==> config.mk <==
export PLATFORM = sky130hd
export DESIGN_NAME = i2s_mic_capture_ctrl
export DESIGN_NICKNAME = d
export VERILOG_FILES = /design/src/rtl/i2s_mic_capture_ctrl.sv
export SDC_FILE = /design/constraint.sdc
export NUM_CORES = 1
export LEC_CHECK = 0
export ABC_AREA = 0
export CAP_MARGIN = 25
export CORE_MARGIN = 2
export CORE_UTILIZATION = 55
export CTS_CLUSTER_DIAMETER = 200
export DETAILED_ROUTE_END_ITERATION = 8
export PLACE_DENSITY = 0.77
export SLEW_MARGIN = 20
export SYNTH_ARGS = -nofsm -noshare
export SYNTH_HDL_FRONTEND = slang
export SYNTH_SLANG_ARGS = --single-unit
==> constraint.sdc <==
create_clock -name clk -period 13.5 [get_ports clk]
set_input_delay 4.05 -clock clk [delete_from_list [all_inputs] [get_ports clk]]
set_output_delay 4.05 -clock clk [all_outputs]
set_load 0.02 [all_outputs]
==> src/rtl/i2s_mic_capture_ctrl.sv <==
// I2S master for a MEMS microphone. It generates SCK/WS, deserializes 24-bit samples and queues them for Avalon reads.
// Defining I2S_MIC_IRQ_EN builds the THRESH register and the level interrupt. Without it, irq is tied to 0.
module i2s_mic_capture_ctrl #(
  parameter int CLK_DIV    = 8,
  parameter int FIFO_DEPTH = 16
) (
  input  logic        clk,
  input  logic        reset,
  input  logic        chipselect,
  input  logic        read,
  input  logic        write,
  input  logic [1:0]  address,
  input  logic [31:0] writedata,
  output logic [31:0] readdata,
  output logic        irq,
  output logic        audio_sck,
  output logic        audio_ws,
  input  logic        audio_sd
);
  localparam int DIV_W = $clog2(CLK_DIV) + 1;
  localparam int PTR_W = $clog2(FIFO_DEPTH);
  localparam int CNT_W = PTR_W + 1;

  typedef enum logic {IDLE, RUN} state_t;
  state_t state, state_next;

  logic             ctrl_en, irq_en, ovf;
  logic [1:0]       chsel;
  logic [15:0]      thresh;
  logic [DIV_W-1:0] div;
  logic [5:0]       bit_cnt;
  logic [23:0]      shift;
  logic             push_pend, push_ch;
  logic [24:0]      mem [FIFO_DEPTH];
  logic [PTR_W-1:0] wr_ptr, rd_ptr;
  logic [CNT_W-1:0] count;
  logic             active, tick, rise, fall, capture_slot;
  logic             wr_sel, rd_sel, flush, do_pop, push_req, do_push, ovf_set;
  logic             full, empty, ch_ok;
  logic [31:0]      rd_mux;
  logic             unused_wdata;

  assign unused_wdata = ^writedata;

  always_ff @(posedge clk) begin
    if (reset) state <= IDLE;
    else       state <= state_next;
  end

  // The serial engine only advances while RUN and EN are both set, so clearing EN stops SCK on the next edge.
  always_comb begin
    state_next = state;
    active     = 1'b0;
    case (state)
      IDLE: if (ctrl_en) state_next = RUN;
      RUN: begin
        active = ctrl_en;
        if (!ctrl_en) state_next = IDLE;
      end
      default: state_next = IDLE;
    endcase
  end

  assign tick         = active && (div == DIV_W'(CLK_DIV - 1));
  assign rise         = tick && !audio_sck;
  assign fall         = tick && audio_sck;
  assign capture_slot = (bit_cnt[4:0] >= 5'd1) && (bit_cnt[4:0] <= 5'd24);
  assign audio_ws     = bit_cnt[5];

  always_ff @(posedge clk) begin
    if (reset || !active) begin
      div       <= '0;
      audio_sck <= 1'b0;
      bit_cnt   <= '0;
      shift     <= '0;
    end else begin
      div <= tick ? '0 : div + DIV_W'(1);
      if (tick) audio_sck <= !audio_sck;
      if (fall) bit_cnt <= bit_cnt + 6'd1;
      if (rise && capture_slot) shift <= {shift[22:0], audio_sd};
    end
  end

  always_ff @(posedge clk) begin
    if (reset) begin
      push_pend <= 1'b0;
      push_ch   <= 1'b0;
    end else begin
      push_pend <= rise && (bit_cnt[4:0] == 5'd24);
      if (rise && (bit_cnt[4:0] == 5'd24)) push_ch <= bit_cnt[5];
    end
  end

  always_comb begin
    ch_ok = 1'b1;
    case (chsel)
      2'b01:   ch_ok = !push_ch;
      2'b10:   ch_ok = push_ch;
      default: ch_ok = 1'b1;
    endcase
  end

  assign wr_sel   = chipselect && write;
  assign rd_sel   = chipselect && read;
  assign full     = (count == CNT_W'(FIFO_DEPTH));
  assign empty    = (count == '0);
  assign flush    = wr_sel && (address == 2'd0) && writedata[4];
  assign do_pop   = rd_sel && (address == 2'd2) && !empty;
  assign push_req = push_pend && ch_ok && !flush;
  // When full, a push still fits if a pop frees a slot on the same edge.
  assign do_push  = push_req && (!full || do_pop);
  assign ovf_set  = push_req && full && !do_pop;

  always_ff @(posedge clk) begin
    if (do_push) mem[wr_ptr] <= {push_ch, shift};
  end

  always_ff @(posedge clk) begin
    if (reset || flush) begin
      wr_ptr <= '0;
      rd_ptr <= '0;
      count  <= '0;
    end else begin
      if (do_push) wr_ptr <= wr_ptr + PTR_W'(1);
      if (do_pop)  rd_ptr <= rd_ptr + PTR_W'(1);
      case ({do_push, do_pop})
        2'b10:   count <= count + CNT_W'(1);
        2'b01:   count <= count - CNT_W'(1);
        default: count <= count;
      endcase
    end
  end

  always_comb begin
    rd_mux = '0;
    case (address)
      2'd0:    rd_mux = {28'b0, irq_en, chsel, ctrl_en};
      2'd1:    rd_mux = {14'b0, empty, ovf, 16'(count)};
      2'd2:    rd_mux = empty ? 32'd0 : {7'b0, mem[rd_ptr]};
      default: rd_mux = {16'b0, thresh};
    endcase
  end

  // A same-cycle overflow event beats the write-1-to-clear of the sticky bit.
  always_ff @(posedge clk) begin
    if (reset) begin
      ctrl_en  <= 1'b0;
      chsel    <= 2'b00;
      ovf      <= 1'b0;
      readdata <= '0;
    end else begin
      if (wr_sel && (address == 2'd0)) begin
        ctrl_en <= writedata[0];
        chsel   <= writedata[2:1];
      end
      if (ovf_set) ovf <= 1'b1;
      else if (wr_sel && (address == 2'd1) && writedata[16]) ovf <= 1'b0;
      if (rd_sel) readdata <= rd_mux;
    end
  end

`ifdef I2S_MIC_IRQ_EN
  always_ff @(posedge clk) begin
    if (reset) begin
      irq_en <= 1'b0;
      thresh <= 16'd8;
      irq    <= 1'b0;
    end else begin
      if (wr_sel && (address == 2'd0)) irq_en <= writedata[3];
      if (wr_sel && (address == 2'd3)) thresh <= writedata[15:0];
      irq <= irq_en && (16'(count) >= thresh) && (thresh != 16'd0);
    end
  end
`else
  assign irq_en = 1'b0;
  assign thresh = 16'd0;
  assign irq    = 1'b0;
`endif

endmodule

# [Word level (Yosys, flattened, before mapping)]
# Memories as Yosys holds them, arrays and structs flattened. A register that Yosys moved wholly into a read port is not among the register bits.
# Index checks and enable logic that the tools add are counted.
[classes] add_sub_neg=6 order_cmp=2 n_eq_ne=9 n_mux=12 reduce_logical=34
[op_table] op="one-hot mux 25 bit (3 select lines)" count=1
[op_table] op="two-way mux 25 bit" count=1
[op_table] op="logical AND 1 bit" count=19
[op_table] op="adder 4 x 1 -> 4 bit, second input constant" count=3
[op_table] op="== test 5 bit, second input constant" count=2
[op_table] op="one-hot mux 5 bit (2 select lines)" count=1
[op_table] op="two-way mux 4 bit" count=2
[op_table] op="logical NOT 1 bit" count=7
[op_table] op="adder 6 x 1 -> 6 bit, second input constant" count=1
[op_table] op="== test 2 x 1 -> 1 bit, second input constant" count=3
[op_table] op="== test 2 bit, second input constant" count=3
[op_table] op="two-way mux 1 bit" count=6
[op_table] op="adder 5 x 1 -> 5 bit, second input constant" count=1
[op_table] op=">= comparator 5 x 1 -> 1 bit, second input constant" count=1
[op_table] op="<= comparator 5 bit, second input constant" count=1
[op_table] op="logical NOT 5 bit" count=1
[op_table] op="subtractor 5 x 1 -> 5 bit, second input constant" count=1
[op_table] op="== test 4 x 3 -> 1 bit, second input constant" count=1
[op_table] op="nonzero test 2 bit" count=2
[op_table] op="logical OR 1 bit" count=3
[op_table] op="logical NOT 2 bit" count=1
[op_table] op="one-hot mux 1 bit (2 select lines)" count=1
[op_table] op="OR reduction 2 bit" count=1
[word_totals] regBits=87 mem_bits_rw=400 inputBits=40 out_inout_bits=35 elab_cells=78 mem_count=1
[memory_table] memory="mem" words=16 width=25 read_ports=1 rd_clocked_by_memory_dff=1 wr=1 line="34" source="logic [24:0] mem [FIFO_DEPTH];"

# [Logic depth before layout (Yosys ltp)]
# Gate-level depths: netlist of the first run.
[logic_depth] ltp_word=8 ltp_mapped=12

# [Worst setup path before layout of the first run]
# OpenSTA, ideal clock, no wires.
[synth_path] path_kind="input port to flip-flop" from="input address[0]" to="memory mem[3][0] (enable)" setup_ns=0.438 t_arrival_ns=6.753 t_required_ns=13.062 setup_slack_ns=6.308 cell_stages=6 n_path_buf=2 path_cell_list="buf_6 > nor4bb_4 > buf_6 > a221oi_4 > nand3_1 > nor3_1"
[synth_via] elab_chain_cells=8 word_cells_on_any_way=12 classes_between="eq/ne: 1; mux: 2; reduce/logical: 9"
[synth_rtl] item="start, declared" line="12" source="input logic [1:0] address,"
[synth_rtl] item="logical NOT 2 bit" line="107" source="assign flush = wr_sel && (address == 2'd0) && writedata[4];"
[synth_rtl] item="logical AND 1 bit (2 in series)" line="107"
[synth_rtl] item="logical NOT 1 bit" line="109" source="assign push_req = push_pend && ch_ok && !flush;"
[synth_rtl] item="logical AND 1 bit" line="109"
[synth_rtl] item="logical AND 1 bit *" line="111" source="assign do_push = push_req && (!full || do_pop);"
[synth_rtl] item="two-way mux 1 bit *" line="115" source="if (do_push) mem[wr_ptr] <= {push_ch, shift};"
[synth_rtl] item="two-way mux 1 bit (not written as such) *" line="115"
[synth_rtl] item="end, declared" line="34"
# Mark *: on every way between the ends. The rest lies on a longest branch, timed or not.

# [Final worst setup path of the first run]
[layout_path] from="input address[0]" to="memory mem[3][3] (enable)"
# Same word-level chain as after synthesis.

==> out/metrics.csv, run 1 <==
stage,metric,value,unit
detailed_routing,drt_pass1_iterations,5,
status,outcome,"complete, no violations",
yosys,synthMuxAreaShare,0.151,
cts,insertion_delay,560,ps
global_route,grt_pass1_vias,9322,
yosys,ys_warn_count,0,
cts,cts_tree,yes,
timing,final_max_slew_viol_count,0,
floorplanning,rows,67,
floorplanning,die_w,189,um
power_and_ir_drop,powerDensity,134,mW/mm^2
critical_path,cp_slowest_cell,nor3_4,
finish,num-nets-final,1121,
yosys,synth_compound_area_frac,0.0349,
finish,antenna_cells,0,
floorplanning,die_area,0.0357,sq mm
run,drv_cap,0,
power_and_ir_drop,ir_drop,0.0806,mV
cts,post-cts-setup-buffers,0,
placement,place_hpwl,19.4,mm
cts,cts_resized,0,
detailed_routing,ant_nets,0,
critical_path,path_delay_family,simple AND/OR/NAND/NOR gates,
timing,rsz0062_at_grt,false,
cts,clockBufferDepth,3,
yosys,syn-instance-count,1011,
global_route,grt_use_total,0.215,
timing,slew_headroom,0.290,
global_route,grt_pass1_wl,56.7,mm
cts,path_clk_slew,60,ps
global_route,grt_overflow,0,
timing,setup_viol,0,
cts,htree_num_levels,2,
yosys,syn_area,0.0188,sq mm
finish,finalInstanceArea,0.0214,sq mm
cts,cts-root-buf,clkbuf_16,
finish,area_growth,13.6,%
detailed_routing,routed_via_density,5.97,
yosys,async_flop_share,0,
detailed_routing,wl,37.4,mm
timing,finalSetupTns,0,ps
critical_path,critPathArrivalTime,7150,ps
timing,finalCritPeriodShare,0.514,
yosys,ys.flop_type,edfxtp_1,
detailed_routing,drt_iter0_markers,748,
timing,worstMarginPinSlew,1060,ps
critical_path,required,13710,ps
global_route,grt_max_degree,60,
floorplanning,io_pins,75,
power_and_ir_drop,p_leak,0.00782,uW
critical_path,cp-start-kind,input port,
global_route,antenna_found_initial,0,
finish,fill_cells,2215,
timing,hold_viol_final,0,
yosys,avgSynthCellArea,18.6,sq um
floorplanning,placeableCoreArea,0.0336,sq mm
timing,finClkSkew,21.5,ps
detailed_routing,wire_per_inst,24.1,um
worst_hold_path,hp-class,flip-flop to flip-flop,
detailed_routing,drc_errors,0,
critical_path,worstPathMaxFanout,17,
yosys,yosysSeqAreaShare,0.728,
critical_path,crit_buf_inv,2,
placement,gp_congestion,0.748,
yosys,ys_ff_latch,484,
yosys,synth-xor-area-share,0.00745,
critical_path,end_kind,flip-flop,
floorplanning,initial_utilization,0.560,
finish,drive_gt1_frac,0.198,
cts,cts_buffers,46,
timing,max_freq,144,MHz
power_and_ir_drop,power,2870,uW
yosys,synth-edff-count,400,
timing,period_needed,6940,ps
detailed_routing,vias,9257,
yosys,yosys.area_share.simple,0.0457,
critical_path,critPathMaxStageDelay,730,ps
critical_path,worstPathCellList,"clkdlybuf4s50_1, nor4bb_4, a221oi_4, nand3_1, nor3_4, buf_4",
yosys,synth_cell_types,50,
yosys,synth_top_family_by_area,multiplexers,
critical_path,timing_worst_setup_path_type,input port to flip-flop,
yosys,synth_fa_ha_area_frac,0.0104,
cts,postCtsHoldBufs,0,
cts,cts.sinks,484,
placement,placed_cell_area,0.0198,sq mm
placement,port-buffer-count,39,
floorplanning,dieHeight,189,um
-- cells in the final DEF (no fill, tap or decap), drive strengths merged, types with 15 or more instances in the layout --
cell / instances
nor2: 75
nor2b: 24
dfxtp: 84
mux4: 100
mux2i: 59
a211oi: 19
a22o: 18
edfxtp: 400
clkinv: 21
nand3: 15
clkdlybuf4s50: 39
buf: 22
clkbuf: 58
inv: 16
a21oi: 30
nand2: 17
-- where the power goes --
part / switching [uW] / leakage, uW / internal, uW / total (uW)
registers: 0.987 / 0.00530 / 1590 / 1590
logic: 11.8 / 0.00180 / 8.08 / 19.9
clock network: 534 / 0.000725 / 718 / 1250
total: 547 / 0.00782 / 2320 / 2870
-- sequential cells by signal, summed over array words and instances (netlist names), named ones only --
| name | cells |
|---|---|
| readdata | 25 |
| bit_cnt | 6 |
| push_ch | 1 |
| state | 1 |
| div | 4 |
| ctrl_en | 1 |
| audio_sck | 1 |
| mem | 400 |
| rd_ptr | 4 |
| chsel | 2 |
| push_pend | 1 |
| wr_ptr | 4 |
| shift | 24 |
| count | 5 |
| ovf | 1 |
-- worst paths after layout --
| check | from | end | slack, ps | depth (start not counted) |
|---|---|---|---|---|
| min reg2reg | div[0] | div[0] | 450 | 1 |
| max | address[0] | mem[3][3] | 6560 | 6 |
| min | div[0] | div[0] | 450 | 1 |
| max reg2reg | push_ch | mem[3][3] | 9970 | 5 |
-- stage by stage --
stage	hold slack (ps)	instances	setup slack, ps	utilization
3_5_place_dp	443	1462	6020	0.589
2_1_floorplan	418	1018	6310	-
6_report	449	1551	6560	0.636
4_1_cts	455	1547	6570	0.633
3_3_place_gp	430	1456	5760	0.584
5_1_grt	481	1551	6380	0.636
-- logic make-up after synthesis --
| family | after synthesis |
|---|---|
| simple gates | 169 |
| other cells | 1 |
| compound gates | 92 |
| flops | 484 |
| buf+inv | 75 |
| fa+ha+maj | 15 |
| xor+xnor | 16 |
| mux | 159 |
-- synth_stat cells (17+ instances only) --
library cell	count	share of area
mux2i_1	58	0.031
a22o_1	18	0.0084
edfxtp_1	400	0.64
dfxtp_1	84	0.089
a21oi_1	30	0.0080
nor2_1	75	0.015
a211oi_1	18	0.0072
mux4_2	100	0.12
nor2b_1	24	0.0080
nand2_1	17	0.0034
clkbuf_1	20	0.0040
-- final cells by class --
| type | instances | area (sq um) | share of cell area |
|---|---|---|---|
| sequential | 484 | 13700 | 0.641 |
| multi-input combinational | 459 | 4850 | 0.227 |
| clock buffer | 58 | 1260 | 0.0588 |
| timing repair buffer | 61 | 733 | 0.0343 |
| tap | 448 | 561 | 0.0262 |
| clock inverter | 27 | 215 | 0.0101 |
| inverter | 14 | 52.6 | 0.00246 |
-- layer usage --
metal  up-vias  part of all wire  GRT usage  wire, um
met1      4735              0.39      0.293     14500
li1       4121                 -          -         -
met3        51             0.072     0.0339      2690
met4         0             0.018     0.0460       658
met2       350              0.52      0.370     19500
met5         -                 0          0         0
Power figures use the tool's default switching activity.
==> inputs of run 2 (changes only) <==
==> constraint.sdc (replaced) <==
create_clock -name clk -period 6.78 [get_ports clk]
set_input_delay 2.034 -clock clk [delete_from_list [all_inputs] [get_ports clk]]
set_output_delay 2.034 -clock clk [all_outputs]
set_load 0.02 [all_outputs]
==> run 2 against run 1 <==
Effect of this change:
- sequential cell count is the same
- sequential share of layout area rose by 0.16 points
- non-clock buffer count unchanged
- clock skew is 9.9 ps lower
- die area unchanged
- global-route usage is 0.26 points lower
- final area fell by 0.25%
- utilization decreased by 0.16 points
- sequential power is 99% higher
- critical path type unchanged
- setup slack worse by 4700 ps
- critical endpoint is now mem[0][21]
- via count rose by 0.58%
- cell count did not move
==> out/metrics.csv, run 2 (synthesized netlist as in run 1, its figures left out) <==
stage,metric,value,unit,change
status,outcome,"complete, no violations",,unchanged
global_route,grt_max_degree,68,,was 60
cts,cts_tree,yes,,unchanged
power_and_ir_drop,ir_drop,0.168,mV,was 0.0806 mV
cts,cts_resized,0,,unchanged
power_and_ir_drop,p_leak,0.00780,uW,was 0.00782 uW
floorplanning,initial_utilization,0.560,,unchanged
finish,multiInputGateArea,0.00485,sq mm,about the same
finish,fill_cells,2163,,was 2215
critical_path,timing_worst_setup_path_type,input port to flip-flop,,unchanged
critical_path,worstPathMaxFanout,16,,was 17
timing,worstMarginPinSlew,1070,ps,was 1060 ps
critical_path,r2r_end,mem[0][21],,was mem[3][3]
critical_path,reg2reg_depth,6,,was 5
timing,rsz0062_at_grt,false,,unchanged
power_and_ir_drop,p_sw_frac,0.190,,was 0.191
run,drv_cap,0,,unchanged
finish,final_cell_mix,"edfxtp_1 (400), mux4_2 (100), dfxtp_1 (80), nor2_1 (61), mux2i_1 (58)",,unchanged
cts,htree_num_levels,2,,unchanged
finish,area_growth,13.4,%,was 13.6%
timing,final_max_slew_viol_count,0,,unchanged
global_route,grt_pass1_vias,9485,,was 9322
finish,num-nets-final,1121,,unchanged
detailed_routing,wire_per_inst,23.9,um,was 24.1 um
power_and_ir_drop,power,5700,uW,was 2870 uW
timing,max_freq,204,MHz,
finish,layout_commonest_cell,edfxtp_1,,unchanged
floorplanning,placeableCoreArea,0.0336,sq mm,unchanged
placement,place_hpwl,19.3,mm,was 19.4 mm
cts,insertion_delay,550,ps,was 560 ps
detailed_routing,drt_iter0_markers,958,,was 748
timing,setup_viol,0,,unchanged
cts,post-cts-setup-buffers,0,,unchanged
global_route,antenna_found_initial,0,,unchanged
floorplanning,io_pins,75,,unchanged
finish,regMostFlops,mem,,unchanged
timing,slew_headroom,0.286,,was 0.290
critical_path,crit_start,address[0],,unchanged
power_and_ir_drop,p_int,4610,uW,was 2320 uW
critical_path,end_kind,flip-flop,,unchanged
cts,cts.sinks,484,,unchanged
finish,antenna_cells,0,,unchanged
cts,postCtsHoldBufs,0,,unchanged
timing,finClkSkew,11.6,ps,was 21.5 ps
detailed_routing,drt_pass1_iterations,5,,unchanged
critical_path,required,7000,ps,was 13710 ps
critical_path,r2r_slack,3210,ps,was 9970 ps
power_and_ir_drop,p_clk_frac,0.436,,was 0.437
detailed_routing,ant_nets,0,,unchanged
detailed_routing,drc_errors,0,,unchanged
critical_path,r2r-start,push_ch,,unchanged
cts,cts-root-buf,clkbuf_16,,unchanged
worst_hold_path,hp-class,flip-flop to flip-flop,,unchanged
placement,gp_congestion,0.792,,was 0.748
floorplanning,rows,67,,unchanged
placement,port-buffer-count,39,,unchanged
floorplanning,die_w,189,um,unchanged
cts,path_clk_slew,60,ps,about the same
floorplanning,die_area,0.0357,sq mm,unchanged
placement,placed_cell_area,0.0197,sq mm,was 0.0198 sq mm
power_and_ir_drop,powerDensity,267,mW/mm^2,was 134 mW/mm^2
critical_path,critPathArrivalTime,5130,ps,was 7150 ps
timing,finalSetupTns,0,ps,unchanged
power_and_ir_drop,seq_power_share,0.557,,was 0.556
detailed_routing,routed_via_density,6.00,,was 5.97
finish,reg.largest.list,"mem x400, readdata x25, shift x24",,unchanged
cts,cts_buffers,46,,unchanged
cts,clockBufferDepth,3,,unchanged
finish,drive_gt1_frac,0.197,,was 0.198
timing,period_needed,4910,ps,
detailed_routing,vias,9311,,was 9257
finish,largest_register_ffs,400,,unchanged
global_route,grt_use_total,0.212,,was 0.215
timing,finalCritPeriodShare,0.724,,
critical_path,cp-start-kind,input port,,unchanged
finish,finalInstanceArea,0.0213,sq mm,was 0.0214 sq mm
power_and_ir_drop,switchingPower,1080,uW,was 547 uW
finish,final_util,0.634,,was 0.636
detailed_routing,wl,37.1,mm,was 37.4 mm
finish,seqCellArea,0.0137,sq mm,unchanged
floorplanning,dieHeight,189,um,unchanged
timing,hold_viol_final,0,,unchanged
global_route,grt_overflow,0,,unchanged
global_route,grt_pass1_wl,56.7,mm,about the same
critical_path,endpoint,mem[0][21],,was mem[3][3]
power_and_ir_drop,combPwrFrac,0.007,,about the same
-- run 2: cell types whose count changed in the layout (fill, tap and decap cells not counted), sizes merged --
cell,previous run,this run
clkbuf,58,74
clkinv,21,8
bufinv,3,1
inv,16,15
-- run 2: through the flow --
stage / hold WS, ps / setup WS [ps] / std cells
detailed placement: 441 / 1380 / 1461
global placement: 428 / 1470 / 1457
CTS: 449 / 1910 / 1546
finish: 445 / 1870 / 1551
floorplan: 418 / 1600 / 1018
global route: 463 / 1780 / 1551
-- run 2: area by class of cell --
type,instances,share of cell area
clock buffer,74,0.0641
clock inverter,11,0.00493
tap,448,0.0263
sequential,484,0.643
multi-input combinational,459,0.227
inverter,14,0.00246
timing repair buffer,61,0.0322
-- run 2: per-layer routing --
layer	vias to the layer above	global-route usage	routed length [um]
met4	0	0.0619	628
li1	4112	-	-
met2	378	0.361	19000
met1	4767	0.286	14700
met3	54	0.0341	2720
met5	-	0	0
-- run 2: worst max-delay path, cell delays in order --
cell and delay [ps]:
clkdlybuf4s50_1 690, nor4bb_4 140, a221oi_4 510, and2_1 330
nand2_1 290, nor3_4 690, buf_4 420
-- run 2: worst min path at each step --
stage,end,cells past startpoint,startpoint,slack [ps]
final,div[0],1,div[0],440
after global routing,div[0],1,div[0],460
after CTS,div[0],1,div[0],450
after detailed placement,div[0],1,div[0],440
after global placement,div[0],1,div[0],430
after floorplan,div[0],1,div[0],420
-- run 2: power groups by stage --
stage                     Sequential [uW]  Clock [uW]  Combinational, uW
after global routing                 3170        2640               43.7
after floorplan                      3240           0               22.2
after global placement               3240           0               39.9
final                                3170        2480               40.6
after detailed placement             3240           0               40.1
after CTS                            3170        2510               40.6
